`src/rtl/pipe_ctrl_pkg.sv`:
```
// pipe_ctrl_pkg: shared constants and state encodings for the pipeline front registers
package pipe_ctrl_pkg;
    localparam logic [31:0] NOP = 32'h0000_0013;
    localparam int CTRL_W_DEF = 8;
    localparam logic [63:0] PC_INC = 64'd4;
    typedef enum logic [1:0] {
        FILL    = 2'd0,
        RUN     = 2'd1,
        STALLED = 2'd2,
        FLUSHED = 2'd3
    } pipe_state_e;
endpackage

```
`src/rtl/sat_counter16.sv`:
```
// sat_counter16: 16-bit event counter that sticks at all-ones instead of wrapping
module sat_counter16 (
    input  logic        clk,
    input  logic        reset,
    input  logic        inc,
    output logic [15:0] count
);
    always_ff @(posedge clk) begin
        if (reset)
            count <= '0;
        else if (inc && count != 16'hFFFF)
            count <= count + 16'd1;
    end
endmodule

```
`src/rtl/pipe_front_regs.sv`:
```
// pipe_front_regs: PC, IF/ID and ID/EX registers with stall/flush control and event counters
module pipe_front_regs
    import pipe_ctrl_pkg::*;
#(
    parameter logic [63:0] RESET_PC = 64'h0,
    parameter int          CTRL_W   = CTRL_W_DEF
) (
    input  logic              clk,
    input  logic              reset,
    input  logic              PC_Write,
    input  logic              IFID_Write,
    input  logic              MUX_Write,
    input  logic              branch_taken,
    input  logic [63:0]       branch_target,
    input  logic [31:0]       instr_in,
    input  logic [CTRL_W-1:0] ctrl_in,
    output logic [63:0]       PC_out,
    output logic [63:0]       IF_ID_PC,
    output logic [31:0]       IF_ID_Instr,
    output logic              IF_ID_valid,
    output logic [CTRL_W-1:0] ID_EX_ctrl,
    output logic              ID_EX_valid,
    output logic [1:0]        pipe_state,
    output logic [15:0]       stall_count,
    output logic [15:0]       flush_count,
    output logic              ctrl_mismatch
);
    pipe_state_e r_state, w_state_nxt;
    logic w_adv, w_mis, w_stall;

    // disagreeing enables freeze both PC and IF/ID so they never drift apart
    assign w_adv   = PC_Write & IFID_Write;
    assign w_mis   = PC_Write ^ IFID_Write;
    assign w_stall = ~branch_taken & ~MUX_Write;
    assign pipe_state = r_state;

    always_ff @(posedge clk) begin
        if (reset) begin
            PC_out        <= RESET_PC;
            IF_ID_PC      <= '0;
            IF_ID_Instr   <= NOP;
            IF_ID_valid   <= 1'b0;
            ID_EX_ctrl    <= '0;
            ID_EX_valid   <= 1'b0;
            ctrl_mismatch <= 1'b0;
        end else if (branch_taken) begin
            PC_out      <= branch_target;
            IF_ID_Instr <= NOP;
            IF_ID_valid <= 1'b0;
            ID_EX_ctrl  <= '0;
            ID_EX_valid <= 1'b0;
        end else begin
            if (w_adv) begin
                PC_out      <= PC_out + PC_INC;
                IF_ID_PC    <= PC_out;
                IF_ID_Instr <= instr_in;
                IF_ID_valid <= 1'b1;
            end
            ID_EX_ctrl  <= MUX_Write ? ctrl_in : '0;
            ID_EX_valid <= MUX_Write & IF_ID_valid;
            if (w_mis)
                ctrl_mismatch <= 1'b1;
        end
    end

    always_ff @(posedge clk) begin
        if (reset)
            r_state <= FILL;
        else
            r_state <= w_state_nxt;
    end

    // FILL lingers until an edge actually fetches something
    always_comb begin
        w_state_nxt = RUN;
        if (branch_taken)
            w_state_nxt = FLUSHED;
        else if (!MUX_Write)
            w_state_nxt = STALLED;
        else if (r_state == FILL && !w_adv)
            w_state_nxt = FILL;
    end

    sat_counter16 u_stall_cnt (
        .clk   (clk),
        .reset (reset),
        .inc   (w_stall),
        .count (stall_count)
    );

    sat_counter16 u_flush_cnt (
        .clk   (clk),
        .reset (reset),
        .inc   (branch_taken),
        .count (flush_count)
    );
endmodule

```
`config.mk`:
```
export PLATFORM = sky130hd
export DESIGN_NAME = pipe_front_regs
export DESIGN_NICKNAME = d
export VERILOG_FILES = /design/src/rtl/pipe_ctrl_pkg.sv /design/src/rtl/sat_counter16.sv /design/src/rtl/pipe_front_regs.sv
export SDC_FILE = /design/constraint.sdc
export NUM_CORES = 1
export LEC_CHECK = 0
export CORE_MARGIN = 2
export CORE_UTILIZATION = 35
export DETAILED_ROUTE_END_ITERATION = 10
export PLACE_DENSITY = 0.79
export SLEW_MARGIN = 20
export SYNTH_ARGS = -nofsm -noshare
export SYNTH_HDL_FRONTEND = slang
export SYNTH_HIERARCHICAL = 1
export SYNTH_SLANG_ARGS = --single-unit
export TNS_END_PERCENT = 1
```
`constraint.sdc`:
```
create_clock -name clk -period 2 [get_ports clk]
set_input_delay 0.4 -clock clk [delete_from_list [all_inputs] [get_ports clk]]
set_output_delay 0.4 -clock clk [all_outputs]
set_load 0.03 [all_outputs]
```
==> impl_metrics.json, run 1 <==
{
  "outcome": "finished, violations left",
  "violations": "negative setup slack",
  "final_cell_mix": "clkdlybuf4s50_1, nand2_1, dfxtp_1",
  "skew_ns": 0.0163,
  "antenna_found_initial": 5,
  "drt_iter0_drc": 989,
  "drt-wirelength-per-cell_um": 18.5,
  "rsz0062_at_grt": "true",
  "async_reset_ff_share_pct": 0,
  "hold_depth": 2,
  "met3_usage_pct": 6.13,
  "grt_pass1_wl_um": 53900,
  "mostFrequentLayoutCell": "clkdlybuf4s50_1",
  "peakVddDrop_mv": 0.640,
  "synth-seq-cells": 205,
  "start_kind": "register",
  "drtPass1Iterations": 5,
  "nNetsFinal": 1648,
  "worstHoldEndpoint": "IF_ID_PC[59]$_SDFFE_PP0P_",
  "p_leak_nw": 5.95,
  "arrival_ns": 2.44,
  "hpwlAfterDp_um": 25600,
  "cts_inserted_buffers": 24,
  "syn-num-nets": 1227,
  "synth_edf_count": 0,
  "met1_usage_pct": 30.4,
  "yosysSeqAreaShare_pct": 44.4,
  "vias_per_cell": 5.42,
  "postSynthAreaPerCell_sq_um": 8.30,
  "gr-usage-met2_pct": 39.6,
  "drive_above_1_share_pct": 18.2,
  "clockBufferDepth": 3,
  "routed_wl_um": 34900,
  "clk_pin_slew_ns": 0.06,
  "setup_viol": 1,
  "overflow": 0,
  "worstMarginPinSlew_ns": 0.620,
  "drtAntennaViolNets": 0,
  "drv_cap": 0,
  "r2r-end": "PC_out[63]$_SDFFE_PP0N_",
  "crit_start": "PC_out[19]$_SDFFE_PP0N_",
  "endpoint_kind": "register",
  "dp.cells": 1835,
  "syn_area_sq_um": 9240,
  "vias": 10300,
  "track_usage_pct": 23.8,
  "syn_inst": 1113,
  "busiest_layer": "met2",
  "drv_slew": 0,
  "ios": 315,
  "htreeDepth": 1,
  "timing.hold.ws_ns": 0.224,
  "tritoncts": "done",
  "syn_to_final_growth_pct": 59.3,
  "crit_type": "reg2reg",
  "min_period_ns": 2.01,
  "max_freq_ghz": 0.498,
  "grt_pass1_vias": 9762,
  "yosysUniqueCellTypes": 58,
  "die_area_sq_um": 27700,
  "start_util_pct": 35.5,
  "hold_violations": 0,
  "placed_cell_area_sq_um": 13700,
  "reg2regPathDepth": 7,
  "fin_area_sq_um": 14700,
  "hold_path.startpoint": "reset",
  "layout_setup_ws_ns": -0.00872,
  "cp_max_fo": 6,
  "rr_startpoint": "PC_out[19]$_SDFFE_PP0N_",
  "cts.hold.buffers_added": 0,
  "grt_max_degree": 65,
  "final.setup.tns_ns": -0.00872,
  "required_ns": 2.43,
  "die_h_um": 166,
  "fin_crit_sh_pct": 100,
  "clk_latency_ns": 0.52,
  "yosysWarnings": 6,
  "cts.sinks": 205,
  "portBuffers": 314,
  "r2r_slack_ns": -0.009,
  "synthFlopType": "dfxtp_1",
  "cts-root-buf": "clkbuf_16",
  "final_cells": 1891,
  "routabilityCongestion": 0.914,
  "max_slew_margin_pct": 58.1,
  "core_area_sq_um": 26000,
  "drc": 0,
  "hp-class": "in2reg",
  "std_cell_rows": 59,
  "p_per_area_nw_per_um2": 726,
  "die_w_um": 166
}
power breakdown:
group | switching, mW | leakage (nW) | internal, mW | total (mW)
sequential | 0.129 | 1.69 | 4.22 | 4.35
clock | 1.83 | 0.427 | 3.07 | 4.90
combinational | 0.791 | 3.84 | 0.629 | 1.42
critical path: stages, from the launching register on:
cell and delay [ns]:
dfxtp_2 0.40, nand4_2 0.20, nor4_4 0.37, nand4_1 0.21
buf_4 0.21, nor3_2 0.17, xnor2_1 0.11, a211oi_2 0.24
routing by layer:
metal	up-vias	share of wire (%)
met1	4872	41
met4	4	3.1
met2	470	47
met5	-	0.077
met3	88	8.9
li1	4824	-
how the worst max path moves through the flow:
stage	endpoint	slack [ns]
floorplan	PC_out[51]$_SDFFE_PP0N_	-0.02
finish	PC_out[63]$_SDFFE_PP0N_	-0.009
CTS	PC_out[63]$_SDFFE_PP0N_	-0.11
global route	PC_out[41]$_SDFFE_PP0N_	-0.14
detailed placement	PC_out[40]$_SDFFE_PP0N_	-0.27
global placement	PC_out[56]$_SDFFE_PP0N_	-0.23
what timing repair did:
| action | 4_1_cts | 5_1_grt |
|---|---|---|
| buffers inserted | 0 | 8 |
| pin swaps | 1 | 9 |
| resized for setup | 105 | 32 |
| endpoints found under the setup margin | 106 | 48 |
registers in the layout, summed over array words and instances, names as in the netlist:
signal,cells
IF_ID_Instr,32
PC_out,64
ctrl_mismatch,1
u_stall_cnt/count,16
pipe_state,2
u_flush_cnt/count,16
ID_EX_ctrl,8
IF_ID_PC,64
ID_EX_valid,1
IF_ID_valid,1
cell usage after synthesis (2+ instances only):
cell type	instances	area, sq um
and3_1	22	138
and4_1	8	70.1
nand2_1	201	754
nor3_1	28	140
o311ai_0	3	26.3
ha_1	4	50.1
o41ai_1	4	35.0
nand4_1	36	225
dfxtp_1	205	4100
nor4bb_1	2	20.0
nor2_1	107	402
nand3_2	2	20.0
o211ai_1	12	90.1
nor4_2	6	75.1
o21ai_0	18	90.1
mux2_2	2	22.5
nand4_4	4	85.1
o31a_1	5	43.8
nand3_1	38	190
inv_1	12	45.0
o21ai_1	3	15.0
nor4_1	10	62.6
nand4_2	3	37.5
xor2_1	9	78.8
buf_1	12	45.0
or3_1	13	81.3
a211oi_1	15	113
and2_1	3	18.8
buf_2	9	45.0
nor4_4	6	128
nand2_2	2	12.5
o31ai_1	14	105
nand3b_1	2	15.0
a22oi_1	5	37.5
clkbuf_1	45	169
mux2i_1	40	400
a21oi_1	133	666
nor2b_1	4	25.0
or4_1	15	113
xnor2_1	25	219
a311oi_1	3	26.3
o21a_1	5	37.5
nor3_2	3	30.0
kinds of logic (layout without fill, tap and decap cells):
family / after synthesis / after routing / synth area share [%]
fa+ha+maj: 4 / 4 / 0.542
mux: 42 / 42 / 4.58
simple gates: 519 / 519 / 29.0
compound gates: 228 / 228 / 14.7
buf+inv: 81 / 520 / 3.47
other cells: 0 / 4 / 0
flops: 205 / 205 / 44.4
xor+xnor: 34 / 34 / 3.22
final cells by class:
class / count / area (sq um)
Antenna cell: 4 / 10.0
Clock buffer: 32 / 692
Clock inverter: 12 / 193
Fill cell: 2330 / 11300
Inverter: 13 / 48.8
Multi-Input combinational cell: 827 / 4960
Sequential cell: 205 / 4160
Tap cell: 335 / 419
Timing Repair Buffer: 463 / 4230
through the flow:
step | utilization, % | setup slack [ns] | power, mW
global route | 56.6 | -0.139 | 11.0
floorplan | - | -0.0209 | 5.09
global placement | 52.8 | -0.235 | 5.87
detailed placement | 52.8 | -0.270 | 5.90
finish | 56.6 | -0.00872 | 10.7
CTS | 55.9 | -0.113 | 10.8
Power figures use the tool's default switching activity.
==> run 2, diff against run 1 <==
--- a/config.mk
+++ b/config.mk
@@ -9,6 +9,7 @@
 export CORE_UTILIZATION = 35
 export DETAILED_ROUTE_END_ITERATION = 10
 export PLACE_DENSITY = 0.79
+export SETUP_SLACK_MARGIN = 0.3
 export SLEW_MARGIN = 20
 export SYNTH_ARGS = -nofsm -noshare
 export SYNTH_HDL_FRONTEND = slang
==> run 2 against run 1 <==
- the run still ends with negative setup slack left
- final cell count is 1.6% lower
- setup slack worse by 0.037 ns
- combinational power is 4% lower
- largest power group is now registers
- sequential power hardly changed
- sequential share of layout area is 0.91 points higher
- critical path type unchanged
- wire length is 1.4% lower
- global-route usage is 0.60 points lower
- core utilization is 0.23 points lower
- cell area is 0.40% lower
==> impl_metrics.json, run 2 (synthesis results as in run 1) <==
{
  "worstMarginPinSlew_ns": 0.673,
  "required_ns": 2.45,
  "grt_pass1_vias": 9760,
  "multiInputGateArea_sq_um": 5110,
  "core_area_sq_um": 26000,
  "cp_slowest_cell": "nor4_4",
  "met3_usage_pct": 6.37,
  "skew_ns": 0.0123,
  "layout_setup_ws_ns": -0.0452,
  "cp_max_fo": 6,
  "crit_family": "simple AND/OR/NAND/NOR gates",
  "drtAntennaViolNets": 0,
  "drc": 0,
  "mostFrequentLayoutCell": "nand2_1",
  "fin_area_sq_um": 14700,
  "grt_pass1_wl_um": 52900,
  "overflow": 0,
  "grt_max_degree": 62,
  "die_area_sq_um": 27700,
  "cts-root-buf": "clkbuf_16",
  "drt-wirelength-per-cell_um": 18.5,
  "ios": 315,
  "syn_to_final_growth_pct": 58.7,
  "placed_cell_area_sq_um": 13600,
  "critPathBufInv": 1,
  "setup_viol": 3,
  "routed_wl_um": 34400,
  "busiest_layer": "met2",
  "min_period_ns": 2.05,
  "drv_slew": 0,
  "drive_above_1_share_pct": 25.2,
  "tritoncts": "done",
  "vias": 10100,
  "violations": "negative setup slack",
  "arrival_ns": 2.49,
  "cts.sinks": 205,
  "track_usage_pct": 23.2,
  "hpwlAfterDp_um": 24500,
  "cts.hold.buffers_added": 0,
  "critPathMostFrequentCell": "nand4_1",
  "rsz0062_at_grt": "true",
  "crit_type": "reg2reg",
  "start_util_pct": 35.5,
  "antenna_found_initial": 6,
  "drt_iter0_drc": 918,
  "timing.hold.ws_ns": 0.192,
  "portBuffers": 314,
  "drtPass1Iterations": 5,
  "die_h_um": 166,
  "peakVddDrop_mv": 0.722,
  "max_freq_ghz": 0.489,
  "fin_crit_sh_pct": 102,
  "clk_latency_ns": 0.51,
  "max_slew_margin_pct": 54.6,
  "seq_area_sq_um": 4280,
  "std_cell_rows": 59,
  "htreeDepth": 1,
  "nNetsFinal": 1623,
  "p_per_area_nw_per_um2": 668,
  "worstPathCellList": "nand4_1 > nor4_4 > nand4_1 > buf_4 > or3_1 > a21oi_1 > o31a_1",
  "vias_per_cell": 5.44,
  "clockBufferDepth": 3,
  "dp.cells": 1800,
  "final_cells": 1860,
  "clk_pin_slew_ns": 0.06,
  "n_fill_cell": 2298,
  "die_w_um": 166,
  "start_kind": "register",
  "p_leak_nw": 7.24,
  "cts_inserted_buffers": 23,
  "outcome": "finished, violations left",
  "met1_usage_pct": 28.5,
  "drv_cap": 0,
  "largest_registers": "IF_ID_PC (64), PC_out (64), IF_ID_Instr (32)",
  "gr-usage-met2_pct": 39.2,
  "routabilityCongestion": 0.909,
  "final_cell_mix": "nand2_1, a21oi_1, dfxtp_1",
  "cp_slowest_stage_delay_ns": 0.44,
  "hold_violations": 0,
  "endpoint_kind": "register",
  "hp-class": "in2reg"
}
## run 2: cell types whose count changed in the layout (fill, tap and decap cells not counted), sizes merged
| cell | change |
|---|---|
| buf | -22 |
| bufinv | -4 |
| diode | -1 |
| clkinvlp | -3 |
| dlymetal6s2s | +92 |
| clkinv | -2 |
| clkdlybuf4s50 | -96 |
| dlygate4sd2 | -68 |
| clkdlybuf4s15 | +3 |
| clkbuf | +70 |
## run 2: through the flow
step	utilization [%]	setup TNS, ns	setup WS (ns)	power, mW
floorplan	-	0	0.135	5.09
global placement	52.4	-14.76	-0.313	5.82
detailed placement	52.4	-18.46	-0.407	5.84
CTS	55.3	0	0.0262	9.87
global route	56.4	-0.976	-0.110	10.2
finish	56.4	-0.0519	-0.0452	9.79
## run 2: area by class of cell
type,count,share of cell area (%)
inverters,13,0.333
flip-flops and latches,205,29.2
well taps,335,2.86
clock buffers,35,4.58
clock inverters,3,0.273
repair buffers,439,27.9
multi-input cells,827,34.8
diodes,3,0.0512
## run 2: path summary, 6_finish.rpt
path                              from                         to  slack, ns  cells past startpoint
max            PC_out[20]$_SDFFE_PP0N_    PC_out[58]$_SDFFE_PP0N_      -0.05                      7
min                              reset     PC_out[0]$_SDFFE_PP0P_       0.19                      2
max reg2reg    PC_out[20]$_SDFFE_PP0N_    PC_out[58]$_SDFFE_PP0N_      -0.05                      7
min reg2reg  IF_ID_PC[29]$_SDFFE_PP0P_  IF_ID_PC[29]$_SDFFE_PP0P_       0.45                      2
## run 2: what timing repair did
action	CTS	global route
pin swaps	11	27
resized for setup	109	316
endpoints found under the setup margin	292	310
setup buffers	15	4
## run 2: power by group
group,total [mW],switching [mW],internal (mW)
combinational,1.36,0.772,0.590
sequential,4.36,0.149,4.21
clock,4.07,1.66,2.41
## run 2: per-layer routing
metal  vias up  part of all wire [%]
li1       4778                     -
met1      4775                    39
met2       467                    48
met3        90                   9.2
met4         6                   3.6
met5         -                  0.11
